--- config.mk ---
export PLATFORM = sky130hd
export DESIGN_NAME = power_mode_controller
export DESIGN_NICKNAME = d
export VERILOG_FILES = /design/src/rtl/power_mode_controller_pkg.sv /design/src/rtl/power_mode_controller_domain_pwr_fsm.sv /design/src/rtl/power_mode_controller.sv
export SDC_FILE = /design/constraint.sdc
export NUM_CORES = 1
export LEC_CHECK = 0
export BUFFER_PORTS_ARGS = -buffer_cell sky130_fd_sc_hd__buf_2
export CORE_ASPECT_RATIO = 1.4
export CORE_UTILIZATION = 50
export CTS_CLUSTER_DIAMETER = 30
export DETAILED_ROUTE_END_ITERATION = 16
export HOLD_SLACK_MARGIN = 0.05
export PLACE_DENSITY = 0.76
export SLEW_MARGIN = 10
export SYNTH_ARGS = -nofsm -noshare
export SYNTH_HDL_FRONTEND = slang
export SYNTH_SLANG_ARGS = --single-unit
--- constraint.sdc ---
create_clock -name clk_gp_100mhz -period 2.92 [get_ports clk_gp_100mhz]
set_clock_uncertainty 0.05 [all_clocks]
set_input_delay 0 -clock clk_gp_100mhz [delete_from_list [all_inputs] [get_ports clk_gp_100mhz]]
set_output_delay 0 -clock clk_gp_100mhz [all_outputs]
set_load 0.03 [all_outputs]
--- src/rtl/power_mode_controller_pkg.sv ---
// Shared definitions for the power mode controller: per-domain state
// encoding and the domain index used on every 3-bit vector.
package power_mode_controller_pkg;

   typedef enum logic [1:0] {
      ACTIVE = 2'd0,
      DRAIN  = 2'd1,
      OFF    = 2'd2,
      WAKE   = 2'd3
   } pwr_state_t;

   localparam int DOM_RT      = 0;
   localparam int DOM_GP      = 1;
   localparam int DOM_PERIPH  = 2;
   localparam int NUM_DOMAINS = 3;

endpackage

--- src/rtl/power_mode_controller_domain_pwr_fsm.sv ---
// Per-domain power FSM: ACTIVE -> DRAIN -> OFF -> WAKE -> ACTIVE, with a
// drain timeout counter and a wake settle counter. All outputs registered.
module domain_pwr_fsm
   import power_mode_controller_pkg::*;
#(
   parameter int unsigned WAKE_SETTLE_CYCLES = 16,
   parameter int unsigned DRAIN_TIMEOUT      = 1024
)
(
   input  logic       clk_gp_100mhz,
   input  logic       rst_n_gp,
   input  logic       force_active,
   input  logic       sleep_req,
   input  logic       sleep_permit,
   input  logic       idle,
   input  logic       wake_evt,
   output pwr_state_t state,
   output logic       power_down,
   output logic       sleep_ack,
   output logic       sleep_nack,
   output logic       wake_done
);

   // Counters hold at most PARAM-1, so $clog2(PARAM) bits never wrap.
   localparam int unsigned DRAIN_W  = $clog2(DRAIN_TIMEOUT);
   localparam int unsigned SETTLE_W = (WAKE_SETTLE_CYCLES > 1) ? $clog2(WAKE_SETTLE_CYCLES) : 1;
   localparam logic [DRAIN_W-1:0]  DRAIN_LAST  = DRAIN_W'(DRAIN_TIMEOUT - 1);
   localparam logic [SETTLE_W-1:0] SETTLE_LAST = SETTLE_W'(WAKE_SETTLE_CYCLES - 1);

   logic [DRAIN_W-1:0]  drain_cnt;
   logic [SETTLE_W-1:0] settle_cnt;

   // State transitions, counters and registered status pulses.
   always_ff @(posedge clk_gp_100mhz or negedge rst_n_gp) begin
      if (!rst_n_gp) begin
         state      <= ACTIVE;
         drain_cnt  <= '0;
         settle_cnt <= '0;
         power_down <= 1'b0;
         sleep_ack  <= 1'b0;
         sleep_nack <= 1'b0;
         wake_done  <= 1'b0;
      end else begin
         sleep_ack  <= 1'b0;
         sleep_nack <= 1'b0;
         wake_done  <= 1'b0;
         if (force_active) begin
            // Clocks not trustworthy: everything back to ACTIVE, refuse sleep.
            state      <= ACTIVE;
            drain_cnt  <= '0;
            settle_cnt <= '0;
            power_down <= 1'b0;
            sleep_nack <= sleep_req;
         end else begin
            case (state)
               ACTIVE: begin
                  power_down <= 1'b0;
                  if (sleep_req) begin
                     if (sleep_permit) begin
                        state     <= DRAIN;
                        drain_cnt <= '0;
                     end else begin
                        sleep_nack <= 1'b1;
                     end
                  end
               end
               DRAIN: begin
                  // Wake beats idle: a pending wake aborts the sleep.
                  if (wake_evt) begin
                     state      <= ACTIVE;
                     sleep_nack <= 1'b1;
                  end else if (idle) begin
                     state      <= OFF;
                     power_down <= 1'b1;
                     sleep_ack  <= 1'b1;
                  end else if (drain_cnt == DRAIN_LAST) begin
                     state      <= ACTIVE;
                     sleep_nack <= 1'b1;
                  end else begin
                     drain_cnt <= drain_cnt + 1'b1;
                  end
               end
               OFF: begin
                  if (wake_evt) begin
                     state      <= WAKE;
                     power_down <= 1'b0;
                     settle_cnt <= '0;
                  end
               end
               WAKE: begin
                  if (settle_cnt == SETTLE_LAST) begin
                     state     <= ACTIVE;
                     wake_done <= 1'b1;
                  end else begin
                     settle_cnt <= settle_cnt + 1'b1;
                  end
               end
               default: begin
                  state      <= ACTIVE;
                  power_down <= 1'b0;
               end
            endcase
         end
      end
   end

endmodule

--- src/rtl/power_mode_controller.sv ---
// Power mode controller for RT, GP and PERIPH domains. Holds the
// cross-domain rules: PERIPH may only sleep once RT and GP are OFF, PERIPH
// follows RT/GP out of OFF, and loss of clock stability overrides all.
module power_mode_controller
   import power_mode_controller_pkg::*;
#(
   parameter int unsigned WAKE_SETTLE_CYCLES = 16,
   parameter int unsigned DRAIN_TIMEOUT      = 1024
)
(
   input  logic       clk_gp_100mhz,
   input  logic       rst_n_gp,
   input  logic       clocks_stable,
   input  logic [2:0] sleep_req,
   input  logic [2:0] idle,
   input  logic [2:0] wake_evt,
   output logic [2:0] power_down,
   output logic [2:0] sleep_ack,
   output logic [2:0] sleep_nack,
   output logic [2:0] wake_done,
   output logic [5:0] pwr_state
);

   pwr_state_t st_rt;
   pwr_state_t st_gp;
   pwr_state_t st_periph;
   logic       force_active;
   logic       periph_permit;
   logic       rt_wake_start;
   logic       gp_wake_start;
   logic       periph_wake;

   assign force_active  = ~clocks_stable;
   assign periph_permit = (st_rt == OFF) && (st_gp == OFF);

   // RT/GP leaving OFF this cycle drags PERIPH along (or aborts its drain).
   assign rt_wake_start = clocks_stable && (st_rt == OFF) && wake_evt[DOM_RT];
   assign gp_wake_start = clocks_stable && (st_gp == OFF) && wake_evt[DOM_GP];
   assign periph_wake   = wake_evt[DOM_PERIPH] | rt_wake_start | gp_wake_start;

   assign pwr_state = {st_periph, st_gp, st_rt};

   domain_pwr_fsm #(
      .WAKE_SETTLE_CYCLES (WAKE_SETTLE_CYCLES),
      .DRAIN_TIMEOUT      (DRAIN_TIMEOUT)
   ) u_rt (
      .clk_gp_100mhz (clk_gp_100mhz),
      .rst_n_gp      (rst_n_gp),
      .force_active  (force_active),
      .sleep_req     (sleep_req[DOM_RT]),
      .sleep_permit  (1'b1),
      .idle          (idle[DOM_RT]),
      .wake_evt      (wake_evt[DOM_RT]),
      .state         (st_rt),
      .power_down    (power_down[DOM_RT]),
      .sleep_ack     (sleep_ack[DOM_RT]),
      .sleep_nack    (sleep_nack[DOM_RT]),
      .wake_done     (wake_done[DOM_RT])
   );

   domain_pwr_fsm #(
      .WAKE_SETTLE_CYCLES (WAKE_SETTLE_CYCLES),
      .DRAIN_TIMEOUT      (DRAIN_TIMEOUT)
   ) u_gp (
      .clk_gp_100mhz (clk_gp_100mhz),
      .rst_n_gp      (rst_n_gp),
      .force_active  (force_active),
      .sleep_req     (sleep_req[DOM_GP]),
      .sleep_permit  (1'b1),
      .idle          (idle[DOM_GP]),
      .wake_evt      (wake_evt[DOM_GP]),
      .state         (st_gp),
      .power_down    (power_down[DOM_GP]),
      .sleep_ack     (sleep_ack[DOM_GP]),
      .sleep_nack    (sleep_nack[DOM_GP]),
      .wake_done     (wake_done[DOM_GP])
   );

   domain_pwr_fsm #(
      .WAKE_SETTLE_CYCLES (WAKE_SETTLE_CYCLES),
      .DRAIN_TIMEOUT      (DRAIN_TIMEOUT)
   ) u_periph (
      .clk_gp_100mhz (clk_gp_100mhz),
      .rst_n_gp      (rst_n_gp),
      .force_active  (force_active),
      .sleep_req     (sleep_req[DOM_PERIPH]),
      .sleep_permit  (periph_permit),
      .idle          (idle[DOM_PERIPH]),
      .wake_evt      (periph_wake),
      .state         (st_periph),
      .power_down    (power_down[DOM_PERIPH]),
      .sleep_ack     (sleep_ack[DOM_PERIPH]),
      .sleep_nack    (sleep_nack[DOM_PERIPH]),
      .wake_done     (wake_done[DOM_PERIPH])
   );

endmodule

==> summary.txt <==
Critical path
  – Worst Reg2Reg Path Length in Cells: 5
  – CP max FO: 17
  – Crit path arrival time: 2610 ps
  – Slowest-stage cell, CP: a221oi_4
  – Worst setup EP type: flop
  – Buffers & Inverters on Critical Path: 0
  – WS Path Type: flop to flop
  – Crit start category: flop
  – CP Depth: 5
  – Req. time, crit path: 3090 ps
  – CP peak stage delay: 610 ps
  – CP top delay family: compound AO/OA/AOI/OAI gates
  – Crit path cell chain: nand4bb_1, o31a_1, a221oi_4, nand2_1, a32o_1

Pwr
  – Internal: 0.00130 W
  – Net switching power: 0.000425 W
  – Comb pwr share: 0.098
  – Pwr/cell area: 455 nW/µm²
  – Maximum vdd drop: 0.283 mV
  – Leak: 1.71 nW
  – Part of the power in registers: 0.495
  – Sw Share: 0.247
  – Clock power share: 0.407

STA
  – Final setup fails: 0
  – Slew at the pin closest to its max-slew limit: 956 ps
  – Final Slew Violations: 0
  – Final hold viol count: 0
  – Unrepaired setup endpoints after global routing: no
  – Setup TNS: 0 ps
  – Final min period: 2440 ps
  – Period Utilization, post-route: 0.836
  – FMAX: 0.410 GHz
  – Relative slew slack: 0.363

Drt
  – DRT iter0 DRCs: 153
  – DRT Pass-1 Iters: 10
  – Avg WL per Cell: 14.6 µm
  – DRC viols: 2
  – Met2 Wirelength: 3.35 mm
  – Routed via count: 2,876
  – WL met3: 300 µm
  – Via density: 6.00
  – Wl on met1: 3.27 mm
  – Highest routed metal layer: met4
  – Post-DRT Antenna Nets: 0
  – DRT Wirelength: 6.98 mm

Logic synthesis
  – Synth area leaders: dfrtp_1 45%, nand2_1 5.4%, o21ai_0 4.5%
  – Seq/Total Area, Yosys: 0.448
  – FFs w/ async S/R, synth: 1.00
  – Mapped Cells: 371
  – Top-area cell type share of the netlist area: 0.448
  – Post-synth EDFFs: 0
  – Top-count cell post-synth: dfrtp_1
  – Synthesis Warnings: 0
  – Post-synth top area cell: dfrtp_1
  – Most used DFF post-synth: dfrtp_1
  – Syn_area_per_cell: 9.04 µm²
  – Synth Net Count: 389
  – Synth top cells by count: 60 x dfrtp_1, 48 x nand2_1, 30 x o21ai_0
  – Synth Register Bits: 60
  – Synth cell types: 56
  – Syn Std Cell Area: 3350 µm²

Cells and area
  – Area used by multi-input combinational logic: 1630 µm²
  – Post-route cell area: 3790 µm²
  – Final nets: 421
  – # diodes: 0
  – Fillers: 537
  – Register area: 1500 µm²
  – Layout cells sized above 1: 0.128
  – Area delta synth->final: 13.1%

Global routing
  – Total global-route track usage: 0.214
  – First-pass GRT wire length: 12.2 mm
  – Antenna violations before repair: 0
  – Vias in the first global route: 2,817
  – Largest net degree at the start of global routing: 44
  – GRT overflow: 0

Floorplan
  – Die W: 71.2 µm
  – Die ar.: 7050 µm²
  – Core area: 6340 µm²
  – # IOs: 30
  – Cell Rows: 34
  – Die height: 98.9 µm
  – Initial Util: 0.529

CTS
  – Worst skew pair latency: 330 ps
  – CTS buffer count: 9
  – CTS resizes: 0
  – CTS tree: yes
  – CTS Root Cell: clkbuf_8
  – Reg clk slew, reported paths: 70 ps
  – Clock Tree Buf Depth: 2
  – # H-tree levels: 3
  – Number of clock sinks: 60

Placed design
  – GPL Wtd Cong: 0.810
  – Placed cell area: 3460 µm²
  – Hpwl dp: 4.68 mm
  – IO buf count: 29

Outcome
  – Status: complete, but fails checks
  – Failing checks: design-rule violations

Hold path
  – Hold Crit Class: primary input to async pin

Run
  – MaxCap Viol Count: 0
==> power by group through the flow <==
stage	clock network (W)	logic (W)	registers, W
detailed placement	0	0.000154	0.000869
finish	0.000703	0.000169	0.000854
floorplan	0	0.0000995	0.000871
CTS	0.000720	0.000169	0.000853
global route	0.000756	0.000189	0.000855
global placement	0	0.000150	0.000868
==> cell usage in the layout, fill, tap and decap left out, drive strengths merged, types with 4 or more instances in the layout <==
cell type and instances:
a211oi 4, a21boi 4, a21oi 12, and2 7
and3 6, buf 35, clkbuf 14, dfrtp 60
dlygate4sd3 15, ha 6, inv 13, nand2 48
nand2b 9, nand3 24, nand4 8, nand4b 4
nor2 24, nor2b 5, nor3 6, nor4 4
o211ai 5, o21ai 30, o311ai 4, o32ai 7
or3 4
==> sequential cells by signal, summed over array words and instances, names as in the netlist <==
name / flops
u_periph.settle_cnt: 4
u_gp.power_down: 1
u_periph.sleep_nack: 1
u_gp.state: 2
u_periph.state: 2
u_rt.drain_cnt: 10
u_gp.settle_cnt: 4
u_gp.sleep_ack: 1
u_periph.power_down: 1
u_gp.drain_cnt: 10
u_periph.wake_done: 1
u_rt.state: 2
u_rt.sleep_ack: 1
u_rt.wake_done: 1
u_gp.sleep_nack: 1
u_gp.wake_done: 1
u_periph.drain_cnt: 10
u_periph.sleep_ack: 1
u_rt.sleep_nack: 1
u_rt.settle_cnt: 4
u_rt.power_down: 1
==> stage by stage <==
step                 util  setup slack [ps]  hold slack, ps  power [W]  std cells
floorplan               -               710            -346   0.000971        371
global placement    0.545               551             152    0.00102        449
detailed placement  0.545               503             157    0.00102        449
CTS                 0.599               482             332    0.00174        479
global route        0.599               274             405    0.00180        479
finish              0.599               478             308    0.00172        479
==> cells by family (layout without fill, tap and decap cells) <==
logic type,count (synthesis),count (layout),share of synthesized area
adders and majority gates,6,6,0.0224
xor gates and xnor gates,2,2,0.00522
DFF,60,60,0.448
AOI/OAI and AO/OA,94,94,0.194
muxes,4,4,0.0123
buffers and inverters,42,78,0.0675
and+or+nand+nor,163,163,0.251
==> area by class of cell <==
| class | count | share of cell area |
|---|---|---|
| clock inverters | 1 | 0.00132 |
| flip-flops and latches | 60 | 0.396 |
| inverters | 13 | 0.0129 |
| well taps | 72 | 0.0237 |
| repair buffers | 50 | 0.0897 |
| clock buffers | 14 | 0.0481 |
| multi-input cells | 269 | 0.429 |
==> routing by layer <==
layer | vias up | track usage
li1 | 1406 | -
met1 | 1393 | 0.277
met2 | 68 | 0.355
met3 | 9 | 0.0460
met4 | 0 | 0.0708
met5 | - | 0
==> path summary, 6_finish.rpt <==
path	startpoint	to	slack [ps]
min in group clk_gp_100mhz	u_rt.drain_cnt[8]	u_rt.drain_cnt[8]	430
worst max-delay path	u_gp.state[0]	u_periph.drain_cnt[6]	480
max in group asynchronous	rst_n_gp	u_gp.drain_cnt[3]	1710
worst min-delay path	rst_n_gp	u_periph.drain_cnt[2]	310
worst min register to register	u_rt.drain_cnt[8]	u_rt.drain_cnt[8]	430
worst max register to register	u_gp.state[0]	u_periph.drain_cnt[6]	480
==> repair_timing <==
action | CTS | global route
buffers inserted | 0 | 0
hold buffers | 15 | 0
endpoints found under the setup margin | 0 | 0
endpoints found under the hold margin | 60 | 0
No activity file was read; power rests on OpenSTA's default activity.
